### src/rtl/lut_coarse_builder_pkg.sv
// Shared constants and FSM encoding for the coarse interpolation table builder.
package lut_coarse_builder_pkg;

   localparam int DATA_W    = 8;
   localparam int COARSE_AW = 6;
   localparam int DEC_SHIFT = 2;
   localparam int FINE_AW   = COARSE_AW + DEC_SHIFT;
   localparam int COARSE_N  = 1 << COARSE_AW;
   // One wrap-around sample on each side of the table: c[63] first, c[0] again last.
   localparam int RD_TOTAL  = COARSE_N + 2;
   localparam int CNT_W     = COARSE_AW + 1;

   typedef enum logic [1:0] {
      IDLE  = 2'd0,
      READ  = 2'd1,
      DRAIN = 2'd2,
      DONE  = 2'd3
   } build_state_t;

endpackage

### src/rtl/lut_coarse_builder_coef_calc.sv
// Quadratic-interpolation coefficients from three neighbouring coarse samples,
// modulo 2^DATA_W.
module coarse_coef_calc
   import lut_coarse_builder_pkg::*;
(
   input  logic [DATA_W-1:0] a,
   input  logic [DATA_W-1:0] b,
   input  logic [DATA_W-1:0] c,
   output logic [DATA_W-1:0] d1,
   output logic [DATA_W-1:0] d2
);

   logic [DATA_W-1:0] b_x2;

   assign b_x2 = {b[DATA_W-2:0], 1'b0};
   assign d1   = c - a;
   assign d2   = a - b_x2 + c;

endmodule

### src/rtl/lut_coarse_builder.sv
// Builds the 64-entry coarse table from every 4th fine-LUT sample, writing each
// entry together with its d1/d2 coefficients in a single pass.
module lut_coarse_builder
   import lut_coarse_builder_pkg::*;
(
   input  logic                 clk,
   input  logic                 rst,
   input  logic                 start,
   output logic                 busy,
   output logic                 done,
   output logic                 rd_en,
   output logic [FINE_AW-1:0]   rd_addr,
   input  logic [DATA_W-1:0]    rd_data,
   output logic                 wr_en,
   output logic [COARSE_AW-1:0] wr_addr,
   output logic [DATA_W-1:0]    wr_y,
   output logic [DATA_W-1:0]    wr_d1,
   output logic [DATA_W-1:0]    wr_d2
);

   build_state_t state_reg, state_next;

   logic [CNT_W-1:0]     rd_cnt_reg, rd_cnt_next;
   logic [CNT_W-1:0]     arr_cnt_reg, arr_cnt_next;
   logic                 arr_vld_reg;
   logic [DATA_W-1:0]    win_a_reg, win_a_next;
   logic [DATA_W-1:0]    win_b_reg, win_b_next;
   logic [COARSE_AW-1:0] rd_idx;
   logic [COARSE_AW-1:0] wr_idx;
   logic                 win_full;
   logic [DATA_W-1:0]    coef_d1, coef_d2;

   always_ff @(posedge clk) begin
      if (rst) begin
         state_reg   <= IDLE;
         rd_cnt_reg  <= '0;
         arr_cnt_reg <= '0;
         arr_vld_reg <= 1'b0;
         win_a_reg   <= '0;
         win_b_reg   <= '0;
      end else begin
         state_reg   <= state_next;
         rd_cnt_reg  <= rd_cnt_next;
         arr_cnt_reg <= arr_cnt_next;
         arr_vld_reg <= rd_en;
         win_a_reg   <= win_a_next;
         win_b_reg   <= win_b_next;
      end
   end

   always_comb begin
      state_next   = state_reg;
      rd_cnt_next  = rd_cnt_reg;
      arr_cnt_next = arr_cnt_reg;
      win_a_next   = win_a_reg;
      win_b_next   = win_b_reg;

      if (arr_vld_reg) begin
         win_a_next   = win_b_reg;
         win_b_next   = rd_data;
         arr_cnt_next = arr_cnt_reg + CNT_W'(1);
      end

      unique case (state_reg)
         IDLE: begin
            if (start) begin
               state_next   = READ;
               rd_cnt_next  = '0;
               arr_cnt_next = '0;
            end
         end
         READ: begin
            rd_cnt_next = rd_cnt_reg + CNT_W'(1);
            if (rd_cnt_reg == CNT_W'(RD_TOTAL - 1))
               state_next = DRAIN;
         end
         DRAIN: begin
            // Leave once the final sample has arrived and produced the last write.
            if (arr_vld_reg && (arr_cnt_reg == CNT_W'(RD_TOTAL - 1)))
               state_next = DONE;
         end
         DONE: begin
            state_next = IDLE;
         end
         default: begin
            state_next = IDLE;
         end
      endcase
   end

   // Read r fetches coarse index r-1 (mod 64), so the first read is c[63].
   assign rd_idx   = rd_cnt_reg[COARSE_AW-1:0] - COARSE_AW'(1);
   assign rd_en    = (state_reg == READ);
   assign rd_addr  = rd_en ? {rd_idx, {DEC_SHIFT{1'b0}}} : '0;

   // Arrival k completes the window centred on entry k-2, with rd_data as the newest tap.
   assign win_full = (arr_cnt_reg >= CNT_W'(2));
   assign wr_idx   = arr_cnt_reg[COARSE_AW-1:0] - COARSE_AW'(2);

   coarse_coef_calc u_coef (
      .a  (win_a_reg),
      .b  (win_b_reg),
      .c  (rd_data),
      .d1 (coef_d1),
      .d2 (coef_d2)
   );

   assign wr_en   = arr_vld_reg && win_full;
   assign wr_addr = wr_en ? wr_idx    : '0;
   assign wr_y    = wr_en ? win_b_reg : '0;
   assign wr_d1   = wr_en ? coef_d1   : '0;
   assign wr_d2   = wr_en ? coef_d2   : '0;

   assign busy = (state_reg == READ) || (state_reg == DRAIN);
   assign done = (state_reg == DONE);

endmodule

### config.mk
export PLATFORM = sky130hd
export DESIGN_NAME = lut_coarse_builder
export DESIGN_NICKNAME = d
export VERILOG_FILES = /design/src/rtl/lut_coarse_builder_pkg.sv /design/src/rtl/lut_coarse_builder_coef_calc.sv /design/src/rtl/lut_coarse_builder.sv
export SDC_FILE = /design/constraint.sdc
export NUM_CORES = 1
export LEC_CHECK = 0
export ABC_AREA = 1
export CELL_PAD_IN_SITES_DETAIL_PLACEMENT = 0
export CELL_PAD_IN_SITES_GLOBAL_PLACEMENT = 1
export CORE_MARGIN = 2
export CORE_UTILIZATION = 40
export CTS_CLUSTER_SIZE = 16
export DETAILED_ROUTE_END_ITERATION = 10
export GPL_TIMING_DRIVEN = 1
export PLACE_DENSITY_LB_ADDON = 0.1
export SLEW_MARGIN = 5
export SYNTH_ARGS = -nofsm -noshare
export SYNTH_HDL_FRONTEND = slang
export SYNTH_SLANG_ARGS = --single-unit
### constraint.sdc
create_clock -name clk -period 5.09 [get_ports clk]
set_input_delay 1.018 -clock clk [delete_from_list [all_inputs] [get_ports clk]]
set_output_delay 1.018 -clock clk [all_outputs]
set_load 0.01 [all_outputs]
==> reports/qor.csv <==
stage,metric,value,unit
synth,Yosys top cell area share,25.1,%
synth,adder-cell share of the synthesized area,17.7,%
route,number of remaining DRC errors,0,
synth,xor/xnor cell area share of the yosys netlist,3.99,%
global_routing,initial antenna violation count,0,
setup_path,Crit Path Class,in -> out,
floorplan,full die area,7250,um2
power,Leak,1.47,nW
min_path,Hold Path End,win_a_reg[6],
sta,Fin Clk Skew,0.00461,ns
clocking,CTS Buf Count,5,
sta,Max Freq,214,MHz
setup_path,worst r2r src,state_reg[0],
global_routing,Total GRT Usage,17.3,%
route,DRT Wirelength,5.87,mm
floorplan,initial cell density of the core,41.5,%
placed_design,IO buf count,50,
global_routing,vias in the first global route,2288,
cells_and_area,Layout fillers,657,
synth,Post-synth top flop,dfxtp_1,
synth,Synth Register Bits,33,
synth,asr flop ratio synth,0,%
sta,final worst-path cycle share,92.0,%
setup_path,Critical Path Fanout Max,6,
sta,"Slew Viols, Final",0,
min_path,Hold Startpoint,win_a_reg[6],
power,maximum vdd drop,0.301,mV
synth,cell area after synthesis,2630,um2
synth,mux contribution to synthesized area,0,%
synth,Cell variety after synth,35,
clocking,insertion delay to the later sink of the worst-skew pair,0.28,ns
synth,synth cell count leaders,"76 x nand2_1, 57 x inv_1, 51 x nor2_1",
global_routing,pin count of the biggest net entering global routing,35,
clocking,PostCTS Resize Cnt,0,
setup_path,Setup crit end kind,primary output,
placed_design,gpl congestion,0.796,
route,DR WL/cell,11.5,um
synth,Synth Area in Simple Gates,28.2,%
clocking,CTS tree,done,
cells_and_area,n_diodes,0,
sta,RSZ-0062 raised after global routing,false,
min_path,worst hold path class,reg -> reg,
sta,Setup Viol. Count Final,0,
clocking,clock transition at the registers of the reported paths,0.07,ns
sta,Rel. slew slack,66.6,%
clocking,post-CTS setup buffers,0,
floorplan,Chip Height,85.1,um
placed_design,Detail Placement HPWL,4.71,mm
clocking,CTS max path bufs,2,
setup_path,Worst Reg-to-Reg Cells,9,
sta,final setup TNS,0,ns
synth,"area leader, netlist",dfxtp_1,
clocking,clock sink count,33,
setup_path,Worst Setup Start Kind,input pin,
synth,top-count cell post-synth,nand2_1,
setup_path,Worst R2R Setup Slack,3.35,ns
cells_and_area,post-route core utilization,51.2,%
run_status,status,"finished, final reports clean",
synth,compound-gate portion of the synthesized area,13.7,%
cells_and_area,area grow syn2layout,23.5,%
global_routing,global route total overflow,0,
sta,min cycle time layout,4.68,ns
setup_path,R2R Path End,rd_cnt_reg[5],
synth,Mean Syn Cell Area,6.81,um2
floorplan,Std-Cell Rows,29,
route,1st-pass router iterations,4,
floorplan,Top-Level Pins,53,
route,DRT iter0 DRCs,63,
sta,Slew @ Worst Pin,0.499,ns
cells_and_area,share of layout cells above drive strength 1,5.29,%
floorplan,core box area,6350,um2
global_routing,first-pass GRT wire length,10.2,mm
route,DR vias/cell,4.74,
clocking,H-tree lvl count,2,
setup_path,WP data required,4.07,ns
run,Max Cap Viol,0,
synth,main area contributors after synthesis,"dfxtp_1 25%, ha_1 12%, nand2_1 11%",
route,number of routed nets with antenna violations,0,
route,via count,2426,
power,P per Cell Area,317,nW/um2
clocking,hold_buf cts,0,
clocking,clk root buf,clkbuf_8,
floorplan,die width,85.1,um
sta,Final Hold Viols,0,
min_path,hold depth,2,
setup_path,crit path DAT,3.66,ns
synth,Syn Inst Count,387,
synth,sequential area share after synthesis,25.1,%
synth,Synth warnings,0,
synth,Post-synth EDFFs,0,
cells_and_area,Nets,478,
synth,largest family of logic cells by synthesized area,simple AND/OR/NAND/NOR gates,
==> per-stage QoR <==
stage / setup slack [ns] / cells / power (mW) / area [um2] / hold slack, ns
floorplan: 1.50 / 388 / 0.693 / 2640 / 0.441
global placement: 0.434 / 504 / 0.849 / 3170 / 0.450
detailed placement: 0.413 / 504 / 0.850 / 3170 / 0.455
CTS: 0.404 / 512 / 1.05 / 3250 / 0.466
global route: 0.240 / 512 / 1.13 / 3250 / 0.477
finish: 0.408 / 512 / 1.03 / 3250 / 0.463
==> layout make-up <==
type / count / area, um2 / share of cell area, %
Timing Repair Buffer: 51 / 508 / 15.6
Multi-Input combinational cell: 283 / 1680 / 51.7
Inverter: 60 / 225 / 6.92
Tap cell: 77 / 96.3 / 2.96
Clock inverter: 2 / 10.0 / 0.308
Clock buffer: 6 / 72.6 / 2.23
Sequential cell: 33 / 661 / 20.3
==> per-layer routing <==
layer  vias up  wire length [um]  global-route usage [%]  share of wire [%]
met5         -                 0                       0                  0
met2        40              2790                    29.9                 48
met3         6               208                    2.92                3.5
met4         0                72                    5.19                1.2
met1      1062              2800                    22.0                 48
li1       1318                 -                       -                  -
==> worst max path at each step <==
stage	startpoint	end
floorplan	rd_data[3]	wr_d2[6]
global placement	rd_data[3]	wr_d2[6]
detailed placement	rd_data[3]	wr_d2[6]
CTS	rd_data[3]	wr_d2[6]
global route	rd_data[2]	wr_d2[7]
finish	rd_data[3]	wr_d2[6]
==> cell families after synthesis <==
logic type                 Yosys count
other                                1
buffers and inverters               72
AOI/OAI and AO/OA                   66
DFF                                 33
adders and majority gates           33
xor gates and xnor gates            12
and+or+nand+nor                    170
==> cells in the final DEF, fill, tap and decap left out, types with 3 or more instances in the layout <==
cell type        Yosys  layout
nor2_4               3       3
a21oi_1             43      43
fa_1                 7       7
nand4_1              7       7
clkbuf_8             0       5
dfxtp_1             33      33
ha_1                26      26
nand3_1             19      19
xor2_1               6       6
nor3_1               3       3
clkdlybuf4s50_1      0      50
nand2_1             76      76
nor2_1              51      51
nand2_2              3       3
o21ai_0             15      15
inv_1               57      57
xnor2_1              6       6
==> worst max-delay path, cell delays in order <==
cell and delay [ns]:
clkdlybuf4s50_1 0.50, inv_1 0.08, fa_1 0.53, inv_1 0.04, ha_1 0.36, a21oi_1 0.18, nand2b_1 0.13, nand3_1 0.09
nand2_1 0.07, nand2_1 0.04, nor2_1 0.09, clkdlybuf4s50_1 0.54
==> report_power, final <==
part           switching (mW)  total, mW  internal [mW]
Clock                  0.0965      0.191         0.0947
Combinational           0.300      0.523          0.223
Sequential             0.0294      0.317          0.288
Note: power is estimated with default switching activity, not from simulation.
